File: src/rtl/testing_3_if.sv
// Operand/result bundle for the bit-serial adder: operands flow master->slave,
// registered sum/carry and the done pulse flow back.
interface testing_3_if;
   logic [31:0] a;
   logic [31:0] b;
   logic        cin;
   logic [31:0] sum;
   logic        carry;
   logic        done;

   modport master (output a, output b, output cin,
                   input  sum, input carry, input done);
   modport slave  (input  a, input b, input cin,
                   output sum, output carry, output done);
endinterface

File: src/rtl/testing_3.sv
// Free-running 32-bit bit-serial adder: LOAD, 32 SHIFT edges through one
// full-adder cell, then DONE publishes {carry, sum} and pulses done.
module testing_3 (
   input  logic        clock,
   input  logic        reset,
   testing_3_if.slave  bus
);
   typedef enum logic [1:0] {LOAD, SHIFT, DONE} state_t;

   state_t      state_q;
   logic [31:0] opa_q, opb_q, res_q, sum_q;
   logic        c_q, carry_q, done_q;
   logic [4:0]  cnt_q;
   logic        s_d, c_d;

   // The single full-adder cell shared by every bit position.
   always_comb begin
      s_d = opa_q[0] ^ opb_q[0] ^ c_q;
      c_d = (opa_q[0] & opb_q[0]) | (opa_q[0] & c_q) | (opb_q[0] & c_q);
   end

   always_ff @(posedge clock) begin
      if (reset) begin
         state_q <= LOAD;
         opa_q   <= '0;
         opb_q   <= '0;
         c_q     <= 1'b0;
         cnt_q   <= '0;
         res_q   <= '0;
         sum_q   <= '0;
         carry_q <= 1'b0;
         done_q  <= 1'b0;
      end else begin
         done_q <= 1'b0;
         case (state_q)
            LOAD: begin
               opa_q   <= bus.a;
               opb_q   <= bus.b;
               c_q     <= bus.cin;
               cnt_q   <= '0;
               res_q   <= '0;
               state_q <= SHIFT;
            end
            SHIFT: begin
               c_q   <= c_d;
               opa_q <= {1'b0, opa_q[31:1]};
               opb_q <= {1'b0, opb_q[31:1]};
               // Entering at the MSB leaves bit 0 at position 0 after 32 shifts.
               res_q <= {s_d, res_q[31:1]};
               cnt_q <= cnt_q + 5'd1;
               if (cnt_q == 5'd31) state_q <= DONE;
            end
            DONE: begin
               sum_q   <= res_q;
               carry_q <= c_q;
               done_q  <= 1'b1;
               state_q <= LOAD;
            end
            default: state_q <= LOAD;
         endcase
      end
   end

   assign bus.sum   = sum_q;
   assign bus.carry = carry_q;
   assign bus.done  = done_q;
endmodule

File: src/flat_wrapper.sv
// flat-port wrapper written by rule: the top's interface ports become plain ports
module testing_3_flat 
  (clock, reset, bus_a, bus_b, bus_cin, bus_sum, bus_carry, bus_done);
  testing_3_if bus_i ();
  input  logic clock;
  input  logic reset;
  input wire logic [$bits(bus_i.a)-1:0] bus_a;
  input wire logic [$bits(bus_i.b)-1:0] bus_b;
  input wire logic [$bits(bus_i.cin)-1:0] bus_cin;
  output wire logic [$bits(bus_i.sum)-1:0] bus_sum;
  output wire logic [$bits(bus_i.carry)-1:0] bus_carry;
  output wire logic [$bits(bus_i.done)-1:0] bus_done;
  assign bus_i.a = bus_a;
  assign bus_i.b = bus_b;
  assign bus_i.cin = bus_cin;
  assign bus_sum = bus_i.sum;
  assign bus_carry = bus_i.carry;
  assign bus_done = bus_i.done;
  testing_3 u_core (.clock(clock), .reset(reset), .bus(bus_i));
endmodule
File: config.mk
export PLATFORM = sky130hd
export DESIGN_NAME = testing_3_flat
export DESIGN_NICKNAME = d
export VERILOG_FILES = /design/src/rtl/testing_3_if.sv /design/src/rtl/testing_3.sv /design/src/flat_wrapper.sv
export SDC_FILE = /design/constraint.sdc
export NUM_CORES = 1
export LEC_CHECK = 0
export ABC_CLOCK_PERIOD_IN_PS = 3500
export BUFFER_PORTS_ARGS = -buffer_cell sky130_fd_sc_hd__buf_2
export CAP_MARGIN = 20
export CORE_AREA = 2 2 118 120
export CTS_CLUSTER_DIAMETER = 60
export DETAILED_ROUTE_END_ITERATION = 10
export DIE_AREA = 0 0 120 122
export SLEW_MARGIN = 30
export SYNTH_ARGS = -nofsm -noshare
export SYNTH_HDL_FRONTEND = slang
export SYNTH_SLANG_ARGS = --single-unit
File: constraint.sdc
create_clock -name clock -period 3.5 [get_ports clock]
set_input_delay 0.175 -clock clock [delete_from_list [all_inputs] [get_ports clock]]
set_output_delay 0.175 -clock clock [all_outputs]
set_load 0.005 [all_outputs]
Word-level counts from Yosys, hierarchy flattened
Index checks and enable logic that the tools add are counted.
- flip-flop bits (word level): 138
- output and inout port bits: 34
- logic and storage cells: 31
- add/sub/neg operators: 1
- equal/unequal tests: 4
- multiplexer cells: 8
- bitwise operators: 7
- reductions and logical operators: 2
- operators with widths (cell ; count):
    32-bit case mux with 2 select lines ; 3
    5-bit case mux with 2 select lines ; 1
    5-bit by 1-bit adder with 5-bit output, second input constant ; 1
    5-bit == test, second input constant ; 1
    2-bit case mux with 2 select lines ; 1
    1-bit AND ; 3
    2-bit by 1-bit == test with 1-bit output, second input constant ; 1
    2-bit == test, second input constant ; 1
    2-bit zero test ; 1
    2-bit two-way mux ; 1
    2-bit by 1-bit != test with 1-bit output, second input constant ; 1
    1-bit bitwise OR ; 2
    1-bit case mux with 2 select lines ; 1
    2-bit nonzero test ; 1
    1-bit bitwise XOR ; 2
    1-bit two-way mux ; 1

Depth between registers and ports, before layout
- word-level depth: 4
- mapped depth: 6
- gate-level depth less buffers: 5

Worst setup path before layout
OpenSTA, ideal clock, no wires.
- path type: register -> register
- start point: register u_core.state_q[0]
- end point: register u_core.opb_q[29]
- arrival time: 1129 ps
- required time: 3372 ps
- slack: 2244 ps
- cell stages (with the launch flop): 6
- path buffers: 2
- path through: dfxtp_1 -> buf_4 -> buf_2 -> mux2_2 -> mux2i_1 -> nor2_1
- longest elaborated chain between the ends: 2
- elaborated cells on any way between the ends: 4
- ends and longest elaborated chain (element ; line ; source):
    start: declaration ; testing_3.sv:10 ; state_t state_q;
    start signal: assignment ; testing_3.sv:24 ; state_q <= LOAD;
    start signal: assignment ; testing_3.sv:42 ; state_q <= SHIFT;
    start signal: assignment ; testing_3.sv:51 ; if (cnt_q == 5'd31) state_q <= DONE;
    2-bit by 1-bit == test with 1-bit output or 2-bit zero test (tied branches) ; testing_3.sv:35 ; case (state_q)
    32-bit case mux with 2 select lines or 2-bit nonzero test (tied branches) ; -- ;
    end signal: assignment ; testing_3.sv:38 ; opb_q <= bus.b;
    end signal: assignment ; testing_3.sv:47 ; opb_q <= {1'b0, opb_q[31:1]};
    end: declaration ; testing_3.sv:11 ; logic [31:0] opa_q, opb_q, res_q, sum_q;
Parallel ways exist; a longest one is shown, timed or not.
A chain may end at the register's enable or synchronous reset.

Worst setup path after layout
- start point: register u_core.state_q[0]
- end point: register u_core.res_q[12]
- longest elaborated chain between the ends: 2
- elaborated cells on any way between the ends: 4
- ends and longest elaborated chain (element ; line ; source):
    2-bit by 1-bit == test with 1-bit output or 2-bit zero test (tied branches) ; testing_3.sv:35 ;
    32-bit case mux with 2 select lines or 2-bit nonzero test (tied branches) ; -- ;
    end signal: assignment ; testing_3.sv:49 ; res_q <= {s_d, res_q[31:1]};
    end: declaration ; testing_3.sv:11 ;
Parallel ways exist; a longest one is shown, timed or not.

==> results.cfg <==
[setup_path]
max_stage_delay_ns = 0.68
critPathSlowestCell = buf_4
end_kind = register
r2r-end = u_core.res_q[12]
rr_startpoint = u_core.state_q[0]
ff2ff_path_depth = 5
path_class = register to register
cp_max_fo = 72
arrival_ns = 2.30
startpoint_type = register
cp_cell_sequence = buf_4 > nand2b_2 > nor2_2 > buf_4 > a22o_1
rrSetupSlack_ns = 1.56
worstPathRequired_ns = 3.86
crit_family = buffers and inverters
path_buf_inv = 2
crit_top_cell = buf_4

[floorplan]
die-area_um2 = 14600
rows = 43
core_area_um2 = 13500
num_io_pins = 101
initial_core_util = 0.396
die_h_um = 122
die_w_um = 120

[yosys]
syn_inst = 468
yosysSeqAreaShare = 0.517
yosysWarnings = 0
syn-cell-area_um2 = 5340
yosysTopAreaCell = dfxtp_1
avgSynthCellArea_um2 = 11.4
synth.distinct_cells = 31
yosys_register_bits = 138
syn_nets = 538
ys_top_cells_by_area = dfxtp_1, mux2_2, mux2i_1
synth_top_cell_area_share = 0.517

[cells_and_area]
area_delta_synth_final_pct = 21.9
nets = 625
drive_above_1_share = 0.364
final_common_cell = dfxtp_1
final_cell_mix = dfxtp_1, buf_2, a22o_1, nor2_1, mux2i_1
fin_area_um2 = 6520
nFillCells = 1265
n_antenna_cell = 0
fin_cells = 748

[timing]
drv_slew = 0
setup_tns_ns = 0
fin_skew_ns = 0.00882
setup_viol = 0
max_freq_mhz = 516
rsz0062_at_grt = false
final_hold_viol_count = 0
period_share = 0.554
tightest_slew_ns = 0.887
max_slew_margin = 0.409
period_minus_slack_ns = 1.94
fin_hold_ws_ns = 0.0110

[global_route]
grtUsageTotal = 0.148
grt_max_degree = 76
overflow = 0
grt_pass1_wl_mm = 17.2
antenna_found_initial = 0
grt_pass1_vias = 3644

[clock_network]
cts_resized = 0
clock_path_buffers = 2
cts_root_buffer = clkbuf_16
ctsHoldBuffers = 0
postCtsSetupBuffers = 0
cts_tree = built
htreeDepth = 4
cts_num_sinks = 138
clkTransAtPathRegs_ns = 0.06
cts_buffers = 17
worstSkewPairLatency_ns = 0.42

[min_path]
min_from = bus_b[31]
hold_class = input pin to register
hold_depth = 3
min_to = u_core.opb_q[31]

[power_and_ir_drop]
fin_total_pwr_mw = 3.62
p_leak_nw = 2.67
vdd_drop_max_mv = 0.300
power_density_nw_per_um2 = 556

[detailed_routing]
ant_nets = 0
routed_wl_mm = 10.4
num_vias = 3733
wire_per_inst_um = 13.9
dr.pass1.iters = 4
viasPerCell = 4.99
drt-initial-drc-count = 179
route.detailed.drc = 0

[placed_design]
dp_hpwl_mm = 6.45
io_buffers = 100
place_area_um2 = 5920
gp_congestion = 0.723
dp_cells = 716

[flow_run]
cap_violations = 0

[status]
status = finished clean
[report_power, final]
group | internal [mW] | switching (mW) | total [mW]
Sequential | 1.62 | 0.0223 | 1.64
Combinational | 0.114 | 0.0942 | 0.208
Clock | 1.02 | 0.760 | 1.78
[Yosys cell counts]
master    number
o31ai_1        1
ha_1           2
buf_2         24
nor2_1        66
or3_1          1
nor2b_2        1
buf_4          1
nand2b_2       1
buf_1          2
o21ai_0        1
nor2_2         1
mux2_2        60
nand3_1        2
a31oi_1        1
and2_1         1
buf_6          4
and3_1         1
nor2b_1        6
mux2i_1       61
a22o_1        65
inv_1          3
fa_1           1
dfxtp_1      138
clkbuf_1       7
a211oi_1       6
a21oi_1        2
nor3_1         1
or3b_2         1
a22oi_1        2
nand2_1        4
and2b_1        1
[worst reg2reg max path: cells and delay by family, from the launching register on]
kind	cells	cell delay [ns]
DFF	1	0.33
and+or+nand+nor	2	0.36
buffers and inverters	2	1.02
AOI/OAI and AO/OA	1	0.19
[cells by family after synthesis]
kind of cell	count (synthesis)	share of synthesized area
and+or+nand+nor	87	0.0700
DFF	138	0.517
buffers and inverters	41	0.0407
muxes	121	0.241
AOI/OAI and AO/OA	78	0.123
adders and majority gates	3	0.00843
[state kept, by name, summed over array words and instances, names as in the netlist]
name / flops
u_core.state_q: 2
u_core.opa_q: 32
u_core.res_q: 32
u_core.bus.done: 1
u_core.opb_q: 32
u_core.c_q: 1
u_core.bus.sum: 32
u_core.bus.carry: 1
u_core.cnt_q: 5
[through the flow]
| step | util | setup WS [ns] |
|---|---|---|
| final | 0.483 | 1.56 |
| after global routing | 0.483 | 1.34 |
| after CTS | 0.483 | 1.52 |
| after detailed placement | 0.439 | 1.54 |
| after global placement | 0.438 | 1.34 |
| after floorplan | - | 2.24 |
[layer usage]
layer | share of wire | vias up | routed length (um) | GRT usage
li1 | - | 1862 | - | -
met1 | 0.47 | 1759 | 4860 | 0.180
met2 | 0.45 | 92 | 4690 | 0.231
met3 | 0.061 | 20 | 628 | 0.0618
met4 | 0.019 | 0 | 202 | 0.0647
met5 | 0 | - | 0 | 0
[how the worst max path moves through the flow]
stage | startpoint | endpoint | slack, ns | cells past startpoint
after detailed placement | u_core.state_q[0] | u_core.res_q[26] | 1.54 | 5
after CTS | u_core.state_q[0] | u_core.res_q[10] | 1.52 | 5
final | u_core.state_q[0] | u_core.res_q[12] | 1.56 | 5
after floorplan | u_core.state_q[0] | u_core.opb_q[29] | 2.24 | 5
after global placement | u_core.state_q[1] | u_core.res_q[13] | 1.34 | 5
after global routing | u_core.state_q[0] | u_core.res_q[1] | 1.34 | 5
[layout make-up]
cell class	instances	area [um2]	share of cell area
flip-flops and latches	138	2770	0.425
repair buffers	106	549	0.0843
well taps	180	225	0.0346
multi-input cells	289	2370	0.364
clock inverters	15	168	0.0257
inverters	3	11.3	0.00173
clock buffers	17	425	0.0653
Note: power is estimated with default switching activity, not from simulation.
